File: src/rtl/loader_pkg.sv
// Shared constants and FSM state encodings for the program loader.
package loader_pkg;

   localparam int unsigned INSTR_W       = 16;
   localparam int unsigned MAX_WORDS_DEF = 256;
   localparam int unsigned WCNT_W        = 9;
   localparam logic [7:0]  SYNC_BYTE_DEF = 8'hA5;

   typedef logic [2:0] state_t;

   localparam state_t ST_IDLE  = 3'd0;
   localparam state_t ST_COUNT = 3'd1;
   localparam state_t ST_HI    = 3'd2;
   localparam state_t ST_LO    = 3'd3;
   localparam state_t ST_WRITE = 3'd4;
   localparam state_t ST_CHECK = 3'd5;
   localparam state_t ST_DONE  = 3'd6;
   localparam state_t ST_ERROR = 3'd7;

   // States in which the loader accepts a stream byte.
   function automatic logic state_accepts(input state_t s);
      return (s == ST_IDLE) || (s == ST_COUNT) || (s == ST_HI) ||
             (s == ST_LO) || (s == ST_CHECK);
   endfunction

   // States in which the inter-byte idle timer runs.
   function automatic logic state_timed(input state_t s);
      return (s == ST_COUNT) || (s == ST_HI) || (s == ST_LO) || (s == ST_CHECK);
   endfunction

endpackage

File: src/rtl/loader_timeout.sv
// Idle-cycle counter; expired is high during the TIMEOUT_CYCLES-th consecutive
// enabled cycle without a clear. TIMEOUT_CYCLES must be at least 2.
module loader_timeout
   import loader_pkg::*;
#(
   parameter int unsigned TIMEOUT_CYCLES = 1000000
) (
   input  logic clk,
   input  logic reset,
   input  logic clear,
   input  logic enable,
   output logic expired
);

   localparam int unsigned CNT_W = $clog2(TIMEOUT_CYCLES + 1);

   logic [CNT_W-1:0] cnt_q, cnt_d;
   logic             expired_q, expired_d;
   logic             restart;

   assign restart = clear || !enable;
   assign expired = expired_q;

   // Count idle cycles; flag one cycle early so the flag lines up with the last idle cycle.
   always_comb begin
      cnt_d     = cnt_q;
      expired_d = 1'b0;
      if (restart) begin
         cnt_d = '0;
      end else begin
         cnt_d     = cnt_q + CNT_W'(1);
         expired_d = (cnt_d == CNT_W'(TIMEOUT_CYCLES - 1));
      end
   end

   // Counter and flag registers.
   always_ff @(posedge clk) begin
      if (reset) begin
         cnt_q     <= '0;
         expired_q <= 1'b0;
      end else begin
         cnt_q     <= cnt_d;
         expired_q <= expired_d;
      end
   end

endmodule

File: src/rtl/program_loader.sv
// Framed byte-stream loader: installs 16-bit words into the CPU instruction
// memory and releases the CPU only after a frame passes its checksum.
module program_loader
   import loader_pkg::*;
#(
   parameter logic [7:0]  SYNC_BYTE      = SYNC_BYTE_DEF,
   parameter int unsigned MAX_WORDS      = MAX_WORDS_DEF,
   parameter int unsigned TIMEOUT_CYCLES = 1000000
) (
   input  logic               clk,
   input  logic               reset,
   input  logic [7:0]         byte_data,
   input  logic               byte_valid,
   output logic               byte_ready,
   output logic               clear_code,
   output logic               getcode,
   output logic [INSTR_W-1:0] instruction_in,
   output logic               cpu_reset_n,
   output logic               load_done,
   output logic               load_error,
   output logic [WCNT_W-1:0]  words_loaded
);

   state_t              state_q, state_d;
   logic                ready_q, ready_d;
   logic                clear_code_q, clear_code_d;
   logic                getcode_q, getcode_d;
   logic [INSTR_W-1:0]  instr_q, instr_d;
   logic                run_q, run_d;
   logic                done_q, done_d;
   logic                error_q, error_d;
   logic [WCNT_W-1:0]   words_q, words_d;
   logic [WCNT_W-1:0]   remaining_q, remaining_d;
   logic [7:0]          hi_q, hi_d;
   logic [7:0]          chk_q, chk_d;

   logic                xfer;
   logic                expired;
   logic [WCNT_W-1:0]   count_n;

   assign xfer    = byte_valid && ready_q;
   // COUNT byte 0 encodes a full 256-word image.
   assign count_n = (byte_data == 8'd0) ? WCNT_W'(256) : WCNT_W'(byte_data);

   assign byte_ready     = ready_q;
   assign clear_code     = clear_code_q;
   assign getcode        = getcode_q;
   assign instruction_in = instr_q;
   assign cpu_reset_n    = run_q;
   assign load_done      = done_q;
   assign load_error     = error_q;
   assign words_loaded   = words_q;

   loader_timeout #(
      .TIMEOUT_CYCLES (TIMEOUT_CYCLES)
   ) u_timeout (
      .clk     (clk),
      .reset   (reset),
      .clear   (xfer),
      .enable  (state_timed(state_q)),
      .expired (expired)
   );

   // Next-state and registered-output logic.
   always_comb begin
      state_d      = state_q;
      clear_code_d = 1'b0;
      getcode_d    = 1'b0;
      instr_d      = instr_q;
      run_d        = run_q;
      done_d       = done_q;
      error_d      = error_q;
      words_d      = words_q;
      remaining_d  = remaining_q;
      hi_d         = hi_q;
      chk_d        = chk_q;

      case (state_q)
         ST_IDLE: begin
            if (xfer && (byte_data == SYNC_BYTE)) begin
               state_d      = ST_COUNT;
               clear_code_d = 1'b1;
               run_d        = 1'b0;
               done_d       = 1'b0;
               error_d      = 1'b0;
               words_d      = '0;
            end
         end
         ST_COUNT: begin
            if (xfer) begin
               remaining_d = count_n;
               chk_d       = byte_data;
               if (32'(count_n) > MAX_WORDS) begin
                  state_d = ST_ERROR;
                  error_d = 1'b1;
               end else begin
                  state_d = ST_HI;
               end
            end else if (expired) begin
               state_d = ST_ERROR;
               error_d = 1'b1;
            end
         end
         ST_HI: begin
            if (xfer) begin
               hi_d    = byte_data;
               chk_d   = chk_q ^ byte_data;
               state_d = ST_LO;
            end else if (expired) begin
               state_d = ST_ERROR;
               error_d = 1'b1;
            end
         end
         ST_LO: begin
            if (xfer) begin
               instr_d   = {hi_q, byte_data};
               chk_d     = chk_q ^ byte_data;
               getcode_d = 1'b1;
               state_d   = ST_WRITE;
            end else if (expired) begin
               state_d = ST_ERROR;
               error_d = 1'b1;
            end
         end
         ST_WRITE: begin
            words_d     = words_q + WCNT_W'(1);
            remaining_d = remaining_q - WCNT_W'(1);
            state_d     = (remaining_q == WCNT_W'(1)) ? ST_CHECK : ST_HI;
         end
         ST_CHECK: begin
            if (xfer) begin
               if (byte_data == chk_q) begin
                  state_d = ST_DONE;
                  done_d  = 1'b1;
               end else begin
                  state_d = ST_ERROR;
                  error_d = 1'b1;
               end
            end else if (expired) begin
               state_d = ST_ERROR;
               error_d = 1'b1;
            end
         end
         ST_DONE: begin
            run_d   = 1'b1;
            state_d = ST_IDLE;
         end
         ST_ERROR: begin
            state_d = ST_IDLE;
         end
         default: begin
            state_d = ST_IDLE;
         end
      endcase

      ready_d = state_accepts(state_d);
   end

   // State and output registers.
   always_ff @(posedge clk) begin
      if (reset) begin
         state_q      <= ST_IDLE;
         ready_q      <= 1'b0;
         clear_code_q <= 1'b0;
         getcode_q    <= 1'b0;
         instr_q      <= '0;
         run_q        <= 1'b0;
         done_q       <= 1'b0;
         error_q      <= 1'b0;
         words_q      <= '0;
         remaining_q  <= '0;
         hi_q         <= '0;
         chk_q        <= '0;
      end else begin
         state_q      <= state_d;
         ready_q      <= ready_d;
         clear_code_q <= clear_code_d;
         getcode_q    <= getcode_d;
         instr_q      <= instr_d;
         run_q        <= run_d;
         done_q       <= done_d;
         error_q      <= error_d;
         words_q      <= words_d;
         remaining_q  <= remaining_d;
         hi_q         <= hi_d;
         chk_q        <= chk_d;
      end
   end

endmodule

File: config.mk
export PLATFORM = sky130hd
export DESIGN_NAME = program_loader
export DESIGN_NICKNAME = d
export VERILOG_FILES = /design/src/rtl/loader_pkg.sv /design/src/rtl/loader_timeout.sv /design/src/rtl/program_loader.sv
export SDC_FILE = /design/constraint.sdc
export NUM_CORES = 1
export LEC_CHECK = 0
export BUFFER_PORTS_ARGS = -buffer_cell sky130_fd_sc_hd__buf_4
export CAP_MARGIN = 10
export CORE_ASPECT_RATIO = 2
export CORE_UTILIZATION = 45
export CTS_CLUSTER_DIAMETER = 30
export DETAILED_ROUTE_END_ITERATION = 7
export PLACE_DENSITY = 0.69
export SLEW_MARGIN = 30
export SYNTH_ARGS = -nofsm -noshare
export SYNTH_HDL_FRONTEND = slang
export SYNTH_HIERARCHICAL = 1
export SYNTH_SLANG_ARGS = --single-unit
File: constraint.sdc
create_clock -name clk -period 5 [get_ports clk]
set_input_delay 0.5 -clock clk [delete_from_list [all_inputs] [get_ports clk]]
set_output_delay 0.5 -clock clk [all_outputs]
set_load 0.01 [all_outputs]
* Word level (Yosys, flattened, before mapping) *
Cells that the tools add are included.

storage, ports and cells
  bits of input ports = 11
  bits in registers = 80

cells by class
  mux-type cells = 32
  $add $sub $neg = 3
  bitwise operators = 3
  reductions and logical operators = 33
  eq/ne operators = 23
  $lt $le $gt $ge = 1

operator list
  cell                                                  count
  case mux 9 bit (2 select lines)                       2
  2-to-1 mux 9 bit                                      3
  2-to-1 mux 3 bit                                      8
  case mux 3 bit (7 select lines)                       1
  adder 20 x 1 -> 20 bit, second input constant         1
  equality test 20 bit, second input constant           1
  2-to-1 mux 8 bit                                      2
  case mux 8 bit (2 select lines)                       1
  equality test 3 bit, second input constant            5
  equality test 3 x 2 -> 1 bit, second input constant   4
  2-to-1 mux 1 bit                                      12
  AND reduction 2 bit                                   5
  nonzero test 2 bit                                    5
  OR reduction 2 bit                                    5
  adder 9 x 1 -> 9 bit, second input constant           1
  equality test 9 x 1 -> 1 bit, second input constant   1
  greater-than comparator 9 bit, second input constant  1
  subtractor 9 x 1 -> 9 bit, second input constant      1
  equality test 8 bit                                   1
  equality test 8 bit, second input constant            1
  logical NOT 8 bit                                     1
  logical OR 1 bit                                      8
  != test 2 x 1 -> 1 bit, second input constant         4
  XOR 8 bit                                             1
  other kinds (13)                                      20

* Longest topological paths before layout *
Gate-level depths: netlist of the first run.

  word-level depth = 11
  gate-level depth with buffers = 7

* By module *
Netlist of the first run, hierarchy kept.

modules (own cells, without submodules)
  module          area an instance (µm²)  cells each  instances  sequential area each (µm²)
  program_loader  2725.1                  335         1          1181.1
  loader_timeout  1151.1                  132         1          420.4

* Worst setup path before layout of the first run *
OpenSTA, ideal clock, no wires.

  path kind = input -> register
  start point = input byte_valid
  end point = register u_timeout.expired_q, in the netlist u_timeout/expired
  setup time = 88 ps
  data required time = 4912 ps
  path slack = 3059 ps
  buffers on the path = 0
  arrival time = 1853 ps
  stages on the path = 6
  path through = nand2_1 > inv_1 > or3b_2 > nor4_1 > o211ai_1 > nor4_2

between the ends
  word-level cells in the longest chain between the ends = 3

RTL lines
  element                              line                  RTL
  from (decl)                          program_loader.sv:13  input logic byte_valid,
  logical AND 1 bit                    program_loader.sv:41  assign xfer = byte_valid && ready_q;
  named net xfer                       program_loader.sv:37  logic xfer;
  logical OR 1 bit                     loader_timeout.sv:21  assign restart = clear || !enable;
  OR reduction 2 bit (no source line)  -
  to (signal assigned)                 loader_timeout.sv:43  expired_q <= expired_d;
  to (decl)                            loader_timeout.sv:18  logic expired_q, expired_d;

The timed path passes the listed nets, and every way through them passes these cells.
A chain may end at the register's enable or synchronous reset.

* Worst setup path after layout of the first run *
  start point = register state_q[2]
  end point = register u_timeout.expired_q, in the netlist u_timeout/expired

between the ends
  word-level cells in the longest chain between the ends = 7
  elaborated cells on any way between the ends = 10

RTL lines
  element                                                                              line                   RTL
  from (decl)                                                                          program_loader.sv:24   state_t state_q, state_d;
  from (signal assigned)                                                               program_loader.sv:175  state_q <= state_d;
  equality test 3 x 1 -> 1 bit / equality test 3 x 2 -> 1 bit (equally long branches)  loader_pkg.sv:28       return (s == ST_COUNT) || (s == ST_HI) || (s == ST_LO) || (s == ST_CHECK);
  logical OR 1 bit (2 in a row)                                                        loader_pkg.sv:28
  logical OR 1 bit *                                                                   loader_pkg.sv:28
  logical NOT 1 bit *                                                                  loader_timeout.sv:21
  logical OR 1 bit *                                                                   loader_timeout.sv:21
  OR reduction 2 bit (no source line) *                                                -

Mark *: on every way between the ends. The rest lies on a longest branch, timed or not.

==> impl_metrics.env, run 1 <==
export IMPL_die_area_um2=9011
export IMPL_leakage_nw=1.709
export IMPL_finalSetupViolCount=0
export IMPL_worst_slew_pin_slew_ns=0.6900
export IMPL_hold_viol=0
export IMPL_dp_cells=583
export IMPL_post_route_min_period_ns=2.369
export IMPL_p_int_w=0.001101
export IMPL_vias_per_cell=5.606
export IMPL_end_kind="register"
export IMPL_layout_commonest_cell="dfxtp_1"
export IMPL_rows=47
export IMPL_crit_slowest_cell="or3b_2"
export IMPL_r2r_cells=6
export IMPL_cts_setup_buffers=0
export IMPL_drt_pass1_iter_count=4
export IMPL_stdcell_count=599
export IMPL_p_sw_frac=0.2086
export IMPL_skew_ns=0.008346
export IMPL_critPathMaxStageDelay_ns=0.67
export IMPL_rrSetupSlack_ns=2.63
export IMPL_rr_startpoint="state_q[2]"
export IMPL_fp_coreArea_um2=8292
export IMPL_synthFlopType="dfxtp_1"
export IMPL_cts_resized=0
export IMPL_min_path_type="reg2reg"
export IMPL_clockBufferDepth=2
export IMPL_dp_hpwl_mm=6.781
export IMPL_crit_path_start_kind="register"
export IMPL_clock_sinks=80
export IMPL_area_growth_pct=17.40
export IMPL_hold_depth=2
export IMPL_start_util=0.4675
export IMPL_p_clk_frac=0.518
export IMPL_cts_root_buf="clkbuf_16"
export IMPL_preCtsSetupSlack_ns=2.528
export IMPL_synthCells=467
export IMPL_path_cells="nand2b_1 > nand2_1 > or3b_2 > nor4_1 > o211ai_1 > nor4_2"
export IMPL_drt_iter0_drc=188
export IMPL_syn_avg_cell_area_um2=8.300
export IMPL_ys_ff_latch=80
export IMPL_wirelength_mm=9.352
export IMPL_worstPathArrival_ns=2.62
export IMPL_total_power_w=0.001391
export IMPL_grt_ovfl_total=0
export IMPL_cts_buffers=9
export IMPL_drc=0
export IMPL_tns_ns=0
export IMPL_clk_latency_ns=0.34
export IMPL_portBuffers=41
export IMPL_whs_ns=0.4395
export IMPL_required_ns=5.25
export IMPL_nets=512
export IMPL_rsz0062_at_grt="false"
export IMPL_die_w_um=67.63
export IMPL_postCtsHoldBufs=0
export IMPL_synth_seq_area_share=0.4132
export IMPL_syn_area_um2=3876
export IMPL_worstReg2RegEnd="u_timeout/expired"
export IMPL_wl_per_cell_um=15.61
export IMPL_clk_pin_slew_worst_paths_ns=0.07
export IMPL_diodes=0
export IMPL_hold_start="hi_q[4]"
export IMPL_layout_common_cells="80 x dfxtp_1, 76 x nand2_1, 43 x nor2_1, 43 x a21oi_1, 42 x buf_4"
export IMPL_gp_congestion=0.9562
export IMPL_antenna_found_initial=0
export IMPL_p_switching_w=0.0002901
export IMPL_drt_antenna_violating_nets=0
export IMPL_slew_violations=0
export IMPL_synth_cell_type_count=61
export IMPL_fmax_mhz=422.2
export IMPL_design_portCount=42
export IMPL_cts_tree="yes"
export IMPL_drive_above_1_share=0.1537
export IMPL_vdd_ir_drop_max_v=0.0001735
export IMPL_worstPathMaxFanout=21
export IMPL_fp_dieH_um=133.3
export IMPL_min_to="instruction_in[12]"
export IMPL_syn_nets=483
export IMPL_setup_ws_ns=2.631
export IMPL_p_comb_frac=0.022
export IMPL_crit_family="simple AND/OR/NAND/NOR gates"
export IMPL_path_class="reg2reg"
export IMPL_fin_crit_sh=0.4737
export IMPL_crit_buf_inv=0
export IMPL_max_slew_margin=0.5342
export IMPL_p_per_area_nw_per_um2=305.6
export IMPL_grt_start_max_net_pins=51
export IMPL_status="completed"
export IMPL_htree_levels=3
export IMPL_vias=3358
export IMPL_async_flop_share=0
export IMPL_drv_cap=0
export IMPL_grt_use_total=0.2280
export IMPL_synth_edf_count=0
export IMPL_ys_warn_count=6
export IMPL_grt_pass1_wl_mm=15.41
export IMPL_p_seq_frac=0.459
export IMPL_first_global_vias=3209
[cells by family (layout without fill, tap and decap cells)]
kind of cell             count (synthesis)  after routing  share of synthesized area
adder cells (fa/ha/maj)                  5              5                    0.01614
buffers and inverters                   33             67                    0.03357
AND/OR/NAND/NOR                        222            222                     0.2986
XOR/XNOR                                32             32                    0.07231
AO/OA/AOI/OAI                           86             86                     0.1427
multiplexers                             9              9                    0.02356
flip-flops                              80             80                     0.4132
[power groups by stage]
stage               Sequential, W  Combinational, W  Clock (W)
CTS                      0.000639         0.0000312   0.000732
finish                   0.000639         0.0000312   0.000721
global route             0.000638         0.0000334   0.000761
global placement         0.000653         0.0000312          0
detailed placement       0.000653         0.0000313          0
floorplan                0.000653         0.0000146          0
[stage by stage]
stage,instance area (um^2),util
after global placement,4218,0.5087
after floorplan,3876,-
after CTS,4551,0.5488
final,4551,0.5488
after detailed placement,4220,0.5090
after global routing,4551,0.5488
[area by class of cell]
type / instances / area (um^2)
fillers: 786 / 3741
multi-input cells: 354 / 2147
flip-flops and latches: 80 / 1602
repair buffers: 42 / 315.3
clock buffers: 10 / 239.0
well taps: 98 / 122.6
clock inverters: 6 / 91.34
inverters: 9 / 33.78
[state kept, by name (all words and copies together), names as in the netlist]
name and count:
hi_q 8, load_error 1, instruction_in 16, cpu_reset_n 1
words_loaded 9, u_timeout/cnt_q 20, remaining_q 9, load_done 1
clear_code 1, u_timeout/expired 1, chk_q 8, state_q 3
getcode 1, byte_ready 1
[how the worst max path moves through the flow]
stage / start / cells after the start / to / slack [ns]
5_1_grt: state_q[2] / 6 / u_timeout/expired / 2.44
3_3_place_gp: byte_valid / 7 / u_timeout/expired / 2.59
4_1_cts: state_q[2] / 6 / u_timeout/expired / 2.64
3_5_place_dp: byte_valid / 7 / u_timeout/expired / 2.53
6_report: state_q[2] / 6 / u_timeout/expired / 2.63
2_1_floorplan: byte_valid / 6 / u_timeout/expired / 3.06
[synth_stat cells, types with 3 or more instances]
library cell	number	area share
o21ai_0	11	0.014
o22ai_1	3	0.0048
o211ai_1	4	0.0077
inv_1	9	0.0087
or3_1	6	0.0097
nor3_2	3	0.0077
nor2b_1	3	0.0048
nand3b_1	3	0.0058
nand4_1	4	0.0065
xor2_1	24	0.054
nor4_1	8	0.013
mux2i_1	8	0.021
a21oi_1	43	0.056
a211oi_1	3	0.0058
nor3b_1	3	0.0058
clkbuf_1	18	0.017
and2_1	10	0.016
dfxtp_1	80	0.41
and4b_1	3	0.0077
xnor2_1	8	0.018
nor3_1	13	0.017
nand3_1	20	0.026
nor2_1	43	0.042
nand2b_1	4	0.0065
ha_1	5	0.016
and3_1	6	0.0097
buf_2	5	0.0065
nand2_1	76	0.074
[worst min-delay path, cell delays in order, from the launching register on]
cell     delay, ns
dfxtp_1       0.31
nand2_1       0.05
a21oi_1       0.05
[metal layers]
metal | vias up | GRT usage | share of wire | routed length (um)
met3 | 22 | 0.03682 | 0.032 | 295
met5 | - | 0 | 0 | 0
li1 | 1688 | - | - | -
met2 | 72 | 0.4032 | 0.55 | 5101
met1 | 1576 | 0.2421 | 0.39 | 3631
met4 | 0 | 0.1277 | 0.035 | 323
Power figures use the tool's default switching activity.
==> inputs of run 2 (changes only) <==
PLACE_DENSITY = 0.71   (was 0.69)
clock period = 2.05 ns   (was 5 ns; I/O delays follow)
==> impl_metrics.env, run 2 (synthesized netlist as in run 1, its figures left out) <==
export IMPL_post_route_min_period_ns=1.956
export IMPL_p_per_area_nw_per_um2=687.4
export IMPL_path_class="reg2reg"
export IMPL_whs_ns=0.1635
export IMPL_skew_ns=0.006624
export IMPL_antenna_found_initial=0
export IMPL_vdd_ir_drop_max_v=0.0004937
export IMPL_required_ns=2.25
export IMPL_wirelength_mm=9.611
export IMPL_drc=0
export IMPL_layout_commonest_cell="dfxtp_1"
export IMPL_nFillCells=748
export IMPL_min_path_type="in2reg"
export IMPL_worstPathMaxFanout=10
export IMPL_grt_use_total=0.2237
export IMPL_vias_per_cell=5.595
export IMPL_utilization=0.5657
export IMPL_design_portCount=42
export IMPL_leakage_nw=1.793
export IMPL_cts_tree="yes"
export IMPL_rrSetupSlack_ns=0.09
export IMPL_seqCellArea_um2=1604
export IMPL_drive_above_1_share=0.1919
export IMPL_gp_congestion=0.9177
export IMPL_die_w_um=67.63
export IMPL_wl_per_cell_um=15.53
export IMPL_fin_crit_sh=0.9540
export IMPL_cts_root_buf="clkbuf_16"
export IMPL_fp_dieH_um=133.3
export IMPL_postCtsHoldBufs=0
export IMPL_slew_violations=0
export IMPL_grt_pass1_wl_mm=15.19
export IMPL_clk_latency_ns=0.34
export IMPL_portBuffers=41
export IMPL_grt_ovfl_total=0
export IMPL_area_growth_pct=21.01
export IMPL_worstPathArrival_ns=2.16
export IMPL_grt_start_max_net_pins=50
export IMPL_layout_common_cells="78 x dfxtp_1, 76 x nand2_1, 62 x buf_4, 43 x nor2_1, 43 x a21oi_1"
export IMPL_htree_levels=3
export IMPL_clock_sinks=80
export IMPL_multi_input_comb_area_um2=2167
export IMPL_placed_area_um2=4368
export IMPL_crit_path_start_kind="register"
export IMPL_fmax_mhz=511.3
export IMPL_hold_viol=0
export IMPL_nets=532
export IMPL_status="completed"
export IMPL_first_global_vias=3217
export IMPL_cts_buffers=9
export IMPL_end_kind="register"
export IMPL_start_util=0.4675
export IMPL_rows=47
export IMPL_die_area_um2=9011
export IMPL_drt_pass1_iter_count=5
export IMPL_finalSetupViolCount=0
export IMPL_largest_register="u_timeout/cnt_q"
export IMPL_drt_antenna_violating_nets=0
export IMPL_largest_reg_flops=20
export IMPL_vias=3463
export IMPL_diodes=0
export IMPL_rsz0062_at_grt="true"
export IMPL_max_slew_margin=0.6436
export IMPL_clockBufferDepth=2
export IMPL_dp_hpwl_mm=7.180
export IMPL_fp_coreArea_um2=8292
export IMPL_stdcell_area_um2=4691
export IMPL_drt_iter0_drc=203
export IMPL_clk_pin_slew_worst_paths_ns=0.06
export IMPL_worst_slew_pin_slew_ns=0.5346
export IMPL_drv_cap=0
==> run 2: critical path, stage by stage (launching register included) <==
cell and delay (ns):
dfxtp_1 0.36, buf_4 0.17, or3b_1 0.54, or4_1 0.58
nand3_1 0.10, a21oi_1 0.06
==> run 2: metrics by stage <==
stage,total power (W),instances,setup TNS [ns],setup WS (ns)
finish,0.003224,619,0,0.09434
global route,0.003330,619,-0.006317,-0.006317
CTS,0.003254,619,0,0.1011
detailed placement,0.001674,603,-0.1333,-0.08060
global placement,0.001673,603,-0.02161,-0.02161
floorplan,0.001628,467,0,0.1106
==> run 2: path summary, 6_finish.rpt <==
path | start | cells past startpoint | to
max | state_q[1] | 5 | words_loaded[7]
min | byte_data[0] | 3 | instruction_in[0]
max reg2reg | state_q[1] | 5 | words_loaded[7]
min reg2reg | instruction_in[1] | 2 | instruction_in[1]
==> run 2: area by class of cell <==
class | count | area share
inverter | 9 | 0.007202
clock buffer | 10 | 0.04881
multi-input combinational | 354 | 0.4620
timing repair buffer | 62 | 0.09923
tap | 98 | 0.02614
clock inverter | 6 | 0.01467
sequential | 80 | 0.3420
==> run 2: report_power, final <==
group          switching, W  total (W)  internal, W  leakage [nW]
registers       0.000000934    0.00156      0.00156         0.645
clock network      0.000636    0.00159     0.000949         0.143
logic             0.0000551  0.0000825    0.0000274          1.00
==> run 2: timing repair <==
action | 4_1_cts | 5_1_grt
setup endpoints to repair | 2 | 2
pin swaps | 0 | 0
resized for setup | 1 | 5
buffers inserted | 0 | 0
==> run 2: routing by layer <==
layer	GRT usage	vias up	routed length, um
li1	-	1736	-
met1	0.2258	1628	3594
met2	0.4076	82	5435
met3	0.03596	17	344
met4	0.1253	0	236
met5	0	-	0
